==> src/rtl/rp2a03_alu_seq.sv <==
// rp2a03_alu_seq
//
// Multi-cycle ALU for the CPU datapath. It splits DATA_W-bit operands into
// SLICE_W-bit slices and processes one slice per clock. A link bit carries the
// carry, or the shifted-out bit, from one slice to the next. It is used for
// 8-bit ALU operations and for 16-bit address arithmetic.
//
// Operations: ADD, SUB (6502 SBC), AND, EOR, OR, ASL, LSR, ROL, ROR, CMP,
// INC and DEC. Opcodes 12-15 are reserved. Each operation also produces the
// N/Z/C/V status flags.
//
// Optional feature macro: RP2A03_ALU_BCD_EN
//   When it is defined, ADD and SUB apply a per-nibble decimal adjust if
//   'decimal' was latched high. When it is undefined (the NES build),
//   'decimal' is ignored.
//
// Ports:
//   clk, rst_n           rising-edge clock; asynchronous active-low reset
//   in_valid / in_ready  request handshake; in_ready is high only in IDLE
//   op, a, b             opcode and operands; latched when a request is accepted
//   carry_in             carry/borrow-in; also the fill bit for rotates
//   decimal              decimal-mode request (used only with the macro)
//   out_valid/out_ready  result handshake; out_valid is high in DONE
//   result               DATA_W-bit result
//   flag_c/v/n/z         status flags, held until the next operation completes
module rp2a03_alu_seq #(
    parameter int DATA_W  = 8,
    parameter int SLICE_W = 8
) (
    input  logic              clk,
    input  logic              rst_n,
    input  logic              in_valid,
    output logic              in_ready,
    input  logic [3:0]        op,
    input  logic [DATA_W-1:0] a,
    input  logic [DATA_W-1:0] b,
    input  logic              carry_in,
    input  logic              decimal,
    output logic              out_valid,
    input  logic              out_ready,
    output logic [DATA_W-1:0] result,
    output logic              flag_c,
    output logic              flag_v,
    output logic              flag_n,
    output logic              flag_z
);

    localparam int N_SLICES = DATA_W / SLICE_W;
    localparam int K_W      = (N_SLICES > 1) ? $clog2(N_SLICES) : 1;
    localparam logic [K_W-1:0] K_LAST = K_W'(N_SLICES - 1);

    localparam logic [3:0] OP_ADD = 4'd0,  OP_SUB = 4'd1,  OP_AND = 4'd2,
                           OP_EOR = 4'd3,  OP_OR  = 4'd4,  OP_ASL = 4'd5,
                           OP_LSR = 4'd6,  OP_ROL = 4'd7,  OP_ROR = 4'd8,
                           OP_CMP = 4'd9,  OP_INC = 4'd10, OP_DEC = 4'd11;

    if ((SLICE_W < 1) || ((DATA_W % SLICE_W) != 0)) begin : g_bad_width
        $error("rp2a03_alu_seq: DATA_W must be a multiple of SLICE_W");
    end

    typedef enum logic [1:0] {S_IDLE, S_EXEC, S_DONE} state_t;

    state_t            state_q, state_d;
    logic [K_W-1:0]    k_q, k_d;
    logic [3:0]        op_q, op_d;
    logic [DATA_W-1:0] a_q, a_d, b_q, b_d, acc_q, acc_d, result_q, result_d;
    logic              link_q, link_d;
    logic              c_q, c_d, v_q, v_d, n_q, n_d, z_q, z_d;
    logic              dec_q, dec_d;

    logic [K_W-1:0]    idx;
    logic [31:0]       shamt;
    logic [SLICE_W-1:0] a_s, b_s, b_eff, slice_out;
    logic [SLICE_W:0]  sum, lsh, rsh;
    logic              link_n, v_slice, bcd_active;
    logic [DATA_W-1:0] acc_next;

`ifdef RP2A03_ALU_BCD_EN
    if ((SLICE_W % 4) != 0) begin : g_bad_bcd
        $error("rp2a03_alu_seq: decimal mode needs SLICE_W to be a multiple of 4");
    end

    // Decimal adjust, one nibble at a time. For subtraction, y is already
    // complemented. A nibble that produced no carry (a borrow) gets 6
    // subtracted from it, which is the same as adding 10 modulo 16.
    function automatic logic [SLICE_W:0] bcd_adjust(input logic [SLICE_W-1:0] x,
                                                    input logic [SLICE_W-1:0] y,
                                                    input logic cin,
                                                    input logic sub);
        logic [SLICE_W-1:0] digits;
        logic               c;
        logic [4:0]         s;
        digits = '0;
        c      = cin;
        for (int j = 0; j < SLICE_W / 4; j++) begin
            s = {1'b0, x[j*4 +: 4]} + {1'b0, y[j*4 +: 4]} + {4'b0, c};
            if (sub) begin
                c = s[4];
                if (!c) s = s + 5'd10;
            end else if (s > 5'd9) begin
                s = s + 5'd6;
                c = 1'b1;
            end else begin
                c = 1'b0;
            end
            digits[j*4 +: 4] = s[3:0];
        end
        return {c, digits};
    endfunction
`else
    logic unused_decimal;
    assign unused_decimal = decimal;
`endif

    always_ff @(posedge clk or negedge rst_n) begin
        if (!rst_n) begin
            state_q  <= S_IDLE;
            k_q      <= '0;
            op_q     <= '0;
            a_q      <= '0;
            b_q      <= '0;
            acc_q    <= '0;
            link_q   <= 1'b0;
            dec_q    <= 1'b0;
            result_q <= '0;
            c_q      <= 1'b0;
            v_q      <= 1'b0;
            n_q      <= 1'b0;
            z_q      <= 1'b0;
        end else begin
            state_q  <= state_d;
            k_q      <= k_d;
            op_q     <= op_d;
            a_q      <= a_d;
            b_q      <= b_d;
            acc_q    <= acc_d;
            link_q   <= link_d;
            dec_q    <= dec_d;
            result_q <= result_d;
            c_q      <= c_d;
            v_q      <= v_d;
            n_q      <= n_d;
            z_q      <= z_d;
        end
    end

    // Datapath for one slice. LSR and ROR walk from the MSB slice down, so
    // the bit shifted out of a higher slice fills the top of the next one.
    always_comb begin
        idx        = ((op_q == OP_LSR) || (op_q == OP_ROR)) ? (K_LAST - k_q) : k_q;
        shamt      = 32'(idx) * 32'(SLICE_W);
        a_s        = SLICE_W'(a_q >> shamt);
        b_s        = SLICE_W'(b_q >> shamt);
        case (op_q)
            OP_SUB, OP_CMP: b_eff = ~b_s;
            OP_INC:         b_eff = '0;
            OP_DEC:         b_eff = '1;
            default:        b_eff = b_s;
        endcase
        sum        = {1'b0, a_s} + {1'b0, b_eff} + {{SLICE_W{1'b0}}, link_q};
        lsh        = {a_s, link_q};
        rsh        = {link_q, a_s};
        v_slice    = (a_s[SLICE_W-1] == b_eff[SLICE_W-1]) && (sum[SLICE_W-1] != a_s[SLICE_W-1]);
        bcd_active = 1'b0;
        slice_out  = a_s;
        link_n     = 1'b0;
        case (op_q)
            OP_ADD, OP_SUB, OP_CMP, OP_INC, OP_DEC: begin
                slice_out = sum[SLICE_W-1:0];
                link_n    = sum[SLICE_W];
`ifdef RP2A03_ALU_BCD_EN
                if (dec_q && ((op_q == OP_ADD) || (op_q == OP_SUB))) begin
                    bcd_active          = 1'b1;
                    {link_n, slice_out} = bcd_adjust(a_s, b_eff, link_q, op_q == OP_SUB);
                end
`endif
            end
            OP_AND: slice_out = a_s & b_s;
            OP_EOR: slice_out = a_s ^ b_s;
            OP_OR:  slice_out = a_s | b_s;
            OP_ASL, OP_ROL: begin
                slice_out = lsh[SLICE_W-1:0];
                link_n    = lsh[SLICE_W];
            end
            OP_LSR, OP_ROR: begin
                slice_out = rsh[SLICE_W:1];
                link_n    = rsh[0];
            end
            default: begin
                slice_out = a_s;
                link_n    = 1'b0;
            end
        endcase
        acc_next = (acc_q & ~({{(DATA_W-SLICE_W){1'b0}}, {SLICE_W{1'b1}}} << shamt))
                 | ({{(DATA_W-SLICE_W){1'b0}}, slice_out} << shamt);
    end

    // Sequencing and result capture. Flags are taken on the last slice. For
    // ADD and SUB, that slice is always the MSB slice.
    always_comb begin
        state_d  = state_q;
        k_d      = k_q;
        op_d     = op_q;
        a_d      = a_q;
        b_d      = b_q;
        acc_d    = acc_q;
        link_d   = link_q;
        dec_d    = dec_q;
        result_d = result_q;
        c_d      = c_q;
        v_d      = v_q;
        n_d      = n_q;
        z_d      = z_q;
        case (state_q)
            S_IDLE: begin
                if (in_valid) begin
                    state_d = S_EXEC;
                    k_d     = '0;
                    op_d    = op;
                    a_d     = a;
                    b_d     = b;
                    dec_d   = decimal;
                    acc_d   = '0;
                    case (op)
                        OP_ADD, OP_SUB, OP_ROL, OP_ROR: link_d = carry_in;
                        OP_CMP, OP_INC:                 link_d = 1'b1;
                        default:                        link_d = 1'b0;
                    endcase
                end
            end
            S_EXEC: begin
                acc_d  = acc_next;
                link_d = link_n;
                if (k_q == K_LAST) begin
                    state_d  = S_DONE;
                    k_d      = '0;
                    result_d = acc_next;
                    n_d      = bcd_active ? sum[SLICE_W-1] : acc_next[DATA_W-1];
                    z_d      = (acc_next == '0);
                    c_d      = 1'b0;
                    v_d      = 1'b0;
                    case (op_q)
                        OP_ADD, OP_SUB: begin
                            c_d = link_n;
                            v_d = v_slice;
                        end
                        OP_CMP, OP_ASL, OP_LSR, OP_ROL, OP_ROR: c_d = link_n;
                        OP_AND, OP_EOR, OP_OR, OP_INC, OP_DEC: ;
                        default: begin
                            n_d = 1'b0;
                            z_d = 1'b0;
                        end
                    endcase
                end else begin
                    k_d = k_q + 1'b1;
                end
            end
            S_DONE: begin
                if (out_ready) state_d = S_IDLE;
            end
            default: state_d = S_IDLE;
        endcase
    end

    assign in_ready  = (state_q == S_IDLE);
    assign out_valid = (state_q == S_DONE);
    assign result    = result_q;
    assign flag_c    = c_q;
    assign flag_v    = v_q;
    assign flag_n    = n_q;
    assign flag_z    = z_q;

endmodule

==> config.mk <==
export PLATFORM = sky130hd
export DESIGN_NAME = rp2a03_alu_seq
export DESIGN_NICKNAME = d
export VERILOG_FILES = /design/src/rtl/rp2a03_alu_seq.sv
export SDC_FILE = /design/constraint.sdc
export NUM_CORES = 1
export LEC_CHECK = 0
export ABC_AREA = 0
export ABC_CLOCK_PERIOD_IN_PS = 10800
export BUFFER_PORTS_ARGS = -buffer_cell sky130_fd_sc_hd__buf_2
export CAP_MARGIN = 30
export CORE_ASPECT_RATIO = 1.25
export CORE_UTILIZATION = 41
export DETAILED_ROUTE_END_ITERATION = 10
export HOLD_SLACK_MARGIN = 0.03
export PLACE_DENSITY = 0.68
export SLEW_MARGIN = 30
export SYNTH_ARGS = -nofsm -noshare
export SYNTH_HDL_FRONTEND = slang
export SYNTH_SLANG_ARGS = --single-unit
==> constraint.sdc <==
create_clock -name clk -period 10.8 [get_ports clk]
set_input_delay 0 -clock clk [delete_from_list [all_inputs] [get_ports clk]]
set_output_delay 0 -clock clk [all_outputs]
set_load 0.05 [all_outputs]
Yosys cells after proc, flatten, opt, wreduce, memory -nomap -nowiden. Cells that the tools add are included.

$add $sub $neg: 4. Equal/unequal tests: 23. Shifts and indexed selects: 4. Multiplexer cells: 20. Bitwise operators: 8. Reduce and logical (&&, ||, !) cells: 20.

Operators by type and width (number): $pmux W8 S6 (1); $eq A4 B4 Y1 const B (7); $pmux W8 S3 (1); $eq A4 B3 Y1 const B (5); $and A8 B8 Y8 (2); $not A8 Y8 (2); $or A8 B8 Y8 (2); $pmux W8 S2 (1); $shr A8 B4 Y8 (2); $reduce_or A12 Y1 (1); $reduce_or A2 Y1 (5); $add A8 B8 Y9 (1); $add A9 B1 Y9 (1); $eq A4 B1 Y1 const B (2); $eq A4 B2 Y1 const B (2); $logic_not A4 Y1 (2); $logic_not A8 Y1 (1); $mux W1 (8); $mux W8 (1); $shl A8 B4 Y8 (1); $shl A8 B4 Y8 const A (1); $xor A8 B8 Y8 (1); $reduce_or A7 Y1 (1); $mux W2 (3); 20 further kinds (25).

Flip-flop bits (word level): 44. Output and inout port bits: 14.

Longest topological paths before layout. Gate-level depths: netlist of the first run.

Depth after elaboration: 13. Mapped depth: 17. Depth with buffers taken out: 14.

Worst setup path before layout of the first run. OpenSTA, ideal clock, no wires.

Kind: reg-to-reg. Start point: register op_q[0]. End point: register z_q (netlist: flag_z). Data arrival time: 3.330 ns. Required time: 10.708 ns. Setup slack: 7.379 ns. Cell stages (with the launch flop): 18. Buffers on the path: 4. Clock period less this slack: 3.421 ns. Path through: dfrtp_1 > buf_4 > buf_6 > buf_2 > nor2b_1 > clkbuf_1 > a21oi_1 > o22ai_1 > fa_1 > inv_1 > fa_1 > a211oi_1 > nor2_1 > xor2_1 > a211o_1 > nor3_1 > nand4bb_1 > o31ai_2.

Word-level cells in the longest chain between the ends: 13.

Ends and longest elaborated chain: start, declared (RTL line 65) `logic [3:0] op_q, op_d;`; start signal, assigned (RTL line 133) `op_q <= op_d;`; $eq A4 B3 Y1 or $eq A4 B4 Y1 (tied branches) (RTL line 150, 167, 242); $logic_or A1 B1 Y1 (RTL line 150) `idx = ((op_q == OP_LSR) || (op_q == OP_ROR)) ? (K_LAST - k_q) : k_q;`; $mux W1 (RTL line 150); $shr A8 B4 Y8 (RTL line 153) `b_s = SLICE_W'(b_q >> shamt);`; $not A8 Y8 (RTL line 155) `OP_SUB, OP_CMP: b_eff = ~b_s;`; $pmux W8 S3 (RTL line 154) `case (op_q)`; $add A8 B8 Y9 (RTL line 160) `sum = {1'b0, a_s} + {1'b0, b_eff} + {{SLICE_W{1'b0}}, link_q};`; $add A9 B1 Y9 (RTL line 160); $pmux W8 S6 (RTL line 167) `case (op_q)`; $shl A8 B4 Y8 (RTL line 195) `| ({{(DATA_W-SLICE_W){1'b0}}, slice_out} << shamt);`; $or A8 B8 Y8 (RTL line 195); $logic_not A8 Y1 (RTL line 239) `z_d = (acc_next == '0);`; $mux W1 (*) (RTL line 242) `case (op_q)`; end signal, assigned (RTL line 143) `z_q <= z_d;`; end, declared (RTL line 68) `logic c_q, c_d, v_q, v_d, n_q, n_d, z_q, z_d;`.

Mark *: on every way between the ends. The rest lies on a longest branch, timed or not. A chain may end at the register's enable or synchronous reset.

Worst setup path after layout of the first run.
Start point: register op_q[1]. End point: register z_q (netlist: flag_z).

The elaborated chain is that of the path after synthesis.

==> results.json, run 1 <==
{
  "die_h_um": 95.4,
  "grt_pass1_wl_um": 12200,
  "area_delta_synth_final_pct": 17.4,
  "endpoint_kind": "flip-flop",
  "syn_avg_cell_area_um2": 8.69,
  "cp-start-kind": "flip-flop",
  "worst-endpoint-arrival_ns": 4.10,
  "period_minus_slack_ns": 3.90,
  "cts_buffers": 5,
  "vias_per_cell": 5.64,
  "rows": 33,
  "routed_wl_um": 7210,
  "cts_tree": "yes",
  "path_depth": 15,
  "io_buffers": 38,
  "nets": 428,
  "drv_slew": 0,
  "synthArstFlopShare_pct": 100,
  "netlist_area_mm2": 0.00286,
  "htree_levels": 2,
  "dieArea_mm2": 0.00731,
  "grt_pass1_vias": 2585,
  "grtUsageTotal_pct": 21.3,
  "route.detailed.drc": 0,
  "first_iter_violations": 182,
  "synthCells": 329,
  "hold_viol_final": 0,
  "drt_pre_antenna_iters": 5,
  "die_w_um": 76.7,
  "wl_per_cell_um": 15.5,
  "antenna-diode-count": 0,
  "cpLargestDelayFamily": "simple AND/OR/NAND/NOR gates",
  "synth_warnings": 0,
  "slowest_delay_ns": 0.42,
  "finClkSkew_ns": 0.00940,
  "critPathMaxFanout": 25,
  "holdPathStages": 3,
  "hold_buffers": 22,
  "dr_total_vias": 2619,
  "seq_area_frac_synth_pct": 30.6,
  "grt_max_degree": 42,
  "synth_flop_cell": "dfrtp_1",
  "cts.reportedPaths.clkPinSlew_ns": 0.07,
  "worstMarginPinSlew_ns": 0.804,
  "synth_seq_cells": 35,
  "cp_num_buf_inv": 2,
  "postCtsSetupBuffers": 0,
  "drive_gt1_share_pct": 18.6,
  "dp_hpwl_um": 5060,
  "drt.antenna.violating_nets": 0,
  "final-setup-viol-count": 0,
  "cts-root-buf": "clkbuf_8",
  "hp-class": "input pin to flip-flop",
  "rr_worst_depth": 15,
  "clock_path_buffers": 2,
  "run_status": "finished, final reports clean",
  "start_util_pct": 43.0,
  "critical_path_class": "flip-flop to flip-flop",
  "crit_chain": "buf_4 -> nor2b_1 -> and2_1 -> a21oi_1 -> o22ai_1 -> fa_1 -> inv_1 -> fa_1 -> a211oi_1 -> nor2_1 -> xor2_1 -> a211o_1 -> nor3_1 -> nand4bb_1 -> o31ai_2",
  "synth-edff-count": 0,
  "mappedNetlistNets": 380,
  "yosysUniqueCellTypes": 60,
  "fillers": 648,
  "slew_headroom_pct": 46.4,
  "numClockSinks": 35,
  "cts_resized": 0,
  "clk_latency_ns": 0.29,
  "slowest_stage": "and2_1",
  "place_congestion": 0.859,
  "cpMostUsedCell": "fa_1",
  "rsz0062_at_grt": "no",
  "tns_ns": 0,
  "critical_path_required_ns": 11.00,
  "overflow": 0,
  "core_area_mm2": 0.00665,
  "fmax_ghz": 0.256,
  "io_pins": 40,
  "antenna_found_initial": 0,
  "drv_cap": 0,
  "finalCritPeriodShare_pct": 36.1
}
-- per-layer routing --
| layer | global-route usage [%] | wire [um] | part of all wire (%) |
|---|---|---|---|
| met5 | 0 | 0 | 0 |
| met3 | 3.44 | 395 | 5.5 |
| met4 | 10.7 | 169 | 2.3 |
| met1 | 26.5 | 3120 | 43 |
| met2 | 35.7 | 3520 | 49 |
-- stage by stage --
step	instances	worst slack (ns)	utilization [%]	hold WS (ns)	cell area, um2
finish	464	6.90	50.5	0.253	3360
CTS	464	6.97	50.5	0.271	3360
global placement	435	6.97	45.9	0.125	3050
detailed placement	435	6.99	45.9	0.146	3050
floorplan	329	7.38	-	-0.296	2860
global route	464	6.61	50.5	0.301	3360
-- synth_stat cells, drive strengths merged, types with 6 or more instances --
cell | number | area, um2
o22a | 8 | 70.1
a21oi | 32 | 164
clkbuf | 12 | 45.0
dfrtp | 35 | 876
buf | 11 | 93.8
nor2 | 17 | 63.8
o22ai | 6 | 37.5
nand2 | 35 | 131
mux2 | 9 | 101
inv | 22 | 82.6
o21ai | 33 | 169
ha | 23 | 288
nor2b | 7 | 51.3
-- state kept, by name (all words and copies together), names as in the netlist --
signal,flops
flag_n,1
flag_v,1
state_q,2
a_q,8
flag_z,1
b_q,8
link_q,1
result,8
flag_c,1
op_q,4
-- tightest hold or removal path, cell delays in order --
cell and delay, ns:
buf_2 0.09, and2_1 0.12, buf_4 0.23
-- logic make-up after synthesis --
logic type,after synthesis,synth area share (%)
compound gates,115,26.7
xor+xnor,6,1.84
fa+ha+maj,25,11.5
buf+inv,45,7.75
flops,35,30.6
mux,13,4.95
simple gates,90,16.6
-- cell type report --
cell class | count | area [um2] | share of cell area [%]
multi-input cells | 249 | 1760 | 52.5
inverters | 22 | 82.6 | 2.46
repair buffers | 64 | 440 | 13.1
clock buffers | 6 | 82.6 | 2.46
flip-flops and latches | 35 | 876 | 26.1
clock inverters | 1 | 5.00 | 0.149
well taps | 87 | 109 | 3.24
-- placed cells by master, fill, tap and decap left out, drive strengths merged, types with 4 or more instances in the layout --
master	instances
buf	42
a211oi	5
dlygate4sd3	22
o22a	8
nand2b	5
dfrtp	35
o22ai	6
nor2b	7
nand3	4
o21ai	33
mux2i	4
nand3b	4
ha	23
clkbuf	6
a21oi	32
o31ai	4
nor2	17
inv	22
nand2	35
nor3b	4
mux2	9
-- worst paths after layout --
kind                       slack, ns  startpoint          to
max                             6.90     op_q[1]      flag_z
min                             0.25    in_valid  state_q[0]
max reg2reg                     6.90     op_q[1]      flag_z
min reg2reg                     0.48   result[0]   result[0]
max in group asynchronous       9.95       rst_n     op_q[1]
min in group asynchronous       0.32       rst_n      b_q[2]
Power of run 1 is not shown: default switching activity piles up to over one toggle a cycle in this logic, so the estimate is an artifact.
==> inputs of run 2 (changes only) <==
--- a/config.mk
+++ b/config.mk
@@ -5,15 +5,15 @@
 export SDC_FILE = /design/constraint.sdc
 export NUM_CORES = 1
 export LEC_CHECK = 0
-export ABC_AREA = 0
-export ABC_CLOCK_PERIOD_IN_PS = 10800
+export ABC_AREA = 1
+export ABC_CLOCK_PERIOD_IN_PS = 3300
 export BUFFER_PORTS_ARGS = -buffer_cell sky130_fd_sc_hd__buf_2
 export CAP_MARGIN = 30
 export CORE_ASPECT_RATIO = 1.25
 export CORE_UTILIZATION = 41
 export DETAILED_ROUTE_END_ITERATION = 10
 export HOLD_SLACK_MARGIN = 0.03
-export PLACE_DENSITY = 0.68
+export PLACE_DENSITY = 0.71
 export SLEW_MARGIN = 30
 export SYNTH_ARGS = -nofsm -noshare
 export SYNTH_HDL_FRONTEND = slang
==> constraint.sdc (replaced) <==
create_clock -name clk -period 3.3 [get_ports clk]
set_input_delay 0 -clock clk [delete_from_list [all_inputs] [get_ports clk]]
set_output_delay 0 -clock clk [all_outputs]
set_load 0.05 [all_outputs]
==> run 2 against run 1 <==
  * Hold slack got worse by 0.21 ns
  * Critical path depth increased by 3
  * Core utilization increased by 0.88 points
  * Largest cell class unchanged
==> results.json, run 2 <==
{
  "run_status": "finished, final reports clean",
  "cts_tree": "yes",
  "tns_ns": 0,
  "layout_common_cells": "nand2_1 (121), inv_1 (44), buf_2 (38), dfrtp_1 (35), nand3_1 (30)",
  "antenna_found_initial": 0,
  "timing.rr.start": "op_q[2]",
  "synthArstFlopShare_pct": 100,
  "timing.rr.end": "flag_z",
  "die_h_um": 94.0,
  "die_w_um": 75.6,
  "yosysMostFrequentCell": "nand2_1",
  "post_dp_cell_area_mm2": 0.00305,
  "first_iter_violations": 127,
  "critical_path_class": "flip-flop to flip-flop",
  "finClkSkew_ns": 0.00642,
  "final_common_cell": "nand2_1",
  "grt_max_degree": 37,
  "slew_headroom_pct": 48.1,
  "cts.reportedPaths.clkPinSlew_ns": 0.07,
  "rows": 33,
  "numClockSinks": 35,
  "synth-edff-count": 0,
  "synth_seq_cells": 35,
  "fillers": 667,
  "io_pins": 40,
  "antenna-diode-count": 0,
  "critPathMaxFanout": 9,
  "whs_ns": 0.0403,
  "routed_wl_um": 7160,
  "area_delta_synth_final_pct": 21.4,
  "grt_pass1_wl_um": 12000,
  "synth_top_cell_area_share_pct": 31.5,
  "multiInputGateArea_mm2": 0.00165,
  "wl_per_cell_um": 13.3,
  "synth_warnings": 0,
  "place_congestion": 0.960,
  "drv_slew": 0,
  "cp-start-kind": "flip-flop",
  "critical_path_required_ns": 3.52,
  "endpoint_kind": "flip-flop",
  "holdPathStages": 3,
  "hold_viol_final": 0,
  "synthTopCellsByArea": "dfrtp_1 (32%), nand2_1 (16%), ha_1 (10%)",
  "synth_common_cells": "nand2_1 (121), inv_1 (44), dfrtp_1 (35)",
  "overflow": 0,
  "grtUsageTotal_pct": 22.5,
  "synthCells": 386,
  "postCtsSetupBuffers": 0,
  "stdcell_area_mm2": 0.00337,
  "hold_path_end": "op_q[1]",
  "hp-class": "input pin to flip-flop",
  "route.detailed.drc": 0,
  "drv_cap": 0,
  "seq_area_um2": 876,
  "synth_area_leader_cell": "dfrtp_1",
  "drt_pre_antenna_iters": 4,
  "fmax_ghz": 0.351,
  "final-setup-viol-count": 0,
  "seq_area_frac_synth_pct": 31.5,
  "syn_avg_cell_area_um2": 7.20,
  "dr_total_vias": 2708,
  "io_buffers": 38,
  "dieArea_mm2": 0.00711,
  "cts_buffers": 5,
  "rr_worst_depth": 18,
  "r2r_slack_ns": 0.45,
  "period_minus_slack_ns": 2.85,
  "core_area_mm2": 0.00657,
  "mappedNetlistNets": 437,
  "grt_pass1_vias": 2527,
  "dp_hpwl_um": 5510,
  "hold_buffers": 21,
  "htree_levels": 2,
  "yosysUniqueCellTypes": 36,
  "nets": 500,
  "vias_per_cell": 5.04,
  "rsz0062_at_grt": "no",
  "finalCritPeriodShare_pct": 86.5,
  "worstHoldStart": "op[1]",
  "netlist_area_mm2": 0.00278,
  "worst-endpoint-arrival_ns": 3.08,
  "cts-root-buf": "clkbuf_8",
  "drt.antenna.violating_nets": 0,
  "drive_gt1_share_pct": 16.9,
  "clock_path_buffers": 2,
  "cts_resized": 0,
  "clk_latency_ns": 0.29,
  "start_util_pct": 42.3,
  "synth_flop_cell": "dfrtp_1",
  "worstMarginPinSlew_ns": 0.778
}
run 2: cells by family after synthesis:
logic type | after synthesis | share of synthesized area, %
AND/OR/NAND/NOR | 204 | 34.3
AO/OA/AOI/OAI | 64 | 13.0
buffers and inverters | 57 | 9.09
flip-flops | 35 | 31.5
adder cells (fa/ha/maj) | 25 | 11.8
XOR/XNOR | 1 | 0.315
run 2: worst max-delay path: stages (launching register included):
cell and delay [ns]:
dfrtp_1 0.63, nor2_8 0.10, nand2_4 0.16, a21oi_1 0.08, a31oi_1 0.18, fa_1 0.19
inv_1 0.07, fa_1 0.40, nand2_1 0.09, nand3_1 0.13, nand2_1 0.11, nand2_1 0.05
nand3_1 0.07, nand3_1 0.11, nor2_1 0.11, nand2_1 0.05, nor2_1 0.11, nand3_1 0.08
nand2_1 0.06
run 2: per-layer routing:
metal / up-vias / track usage [%] / routed length, um
li1: 1376 / - / -
met1: 1262 / 28.4 / 3210
met2: 59 / 38.8 / 3560
met3: 11 / 3.11 / 264
met4: 0 / 6.48 / 119
met5: - / 0 / 0
run 2: how the worst max path moves through the flow:
stage                       start      to  slack [ns]  cells after the start
after detailed placement  op_q[2]  flag_z        0.48                     18
after global placement    op_q[2]  flag_z        0.51                     18
after global routing      op_q[3]  flag_z        0.12                     20
after floorplan           op_q[0]  flag_z        0.57                     22
final                     op_q[2]  flag_z        0.45                     18
after CTS                 op_q[2]  flag_z        0.46                     18
run 2: layout make-up:
cell class	count	area share [%]
multi-input combinational	294	48.9
sequential	35	26.0
timing repair buffer	65	13.4
clock buffer	8	2.97
tap	87	3.23
inverter	48	5.49
run 2: through the flow:
| step | utilization, % | std cells | worst slack (ns) |
|---|---|---|---|
| floorplan | - | 386 | 0.573 |
| global placement | 46.4 | 507 | 0.507 |
| detailed placement | 46.4 | 507 | 0.475 |
| CTS | 51.2 | 536 | 0.456 |
| global route | 51.4 | 537 | 0.117 |
| finish | 51.4 | 537 | 0.447 |
Power of run 2 is left out for the same reason.
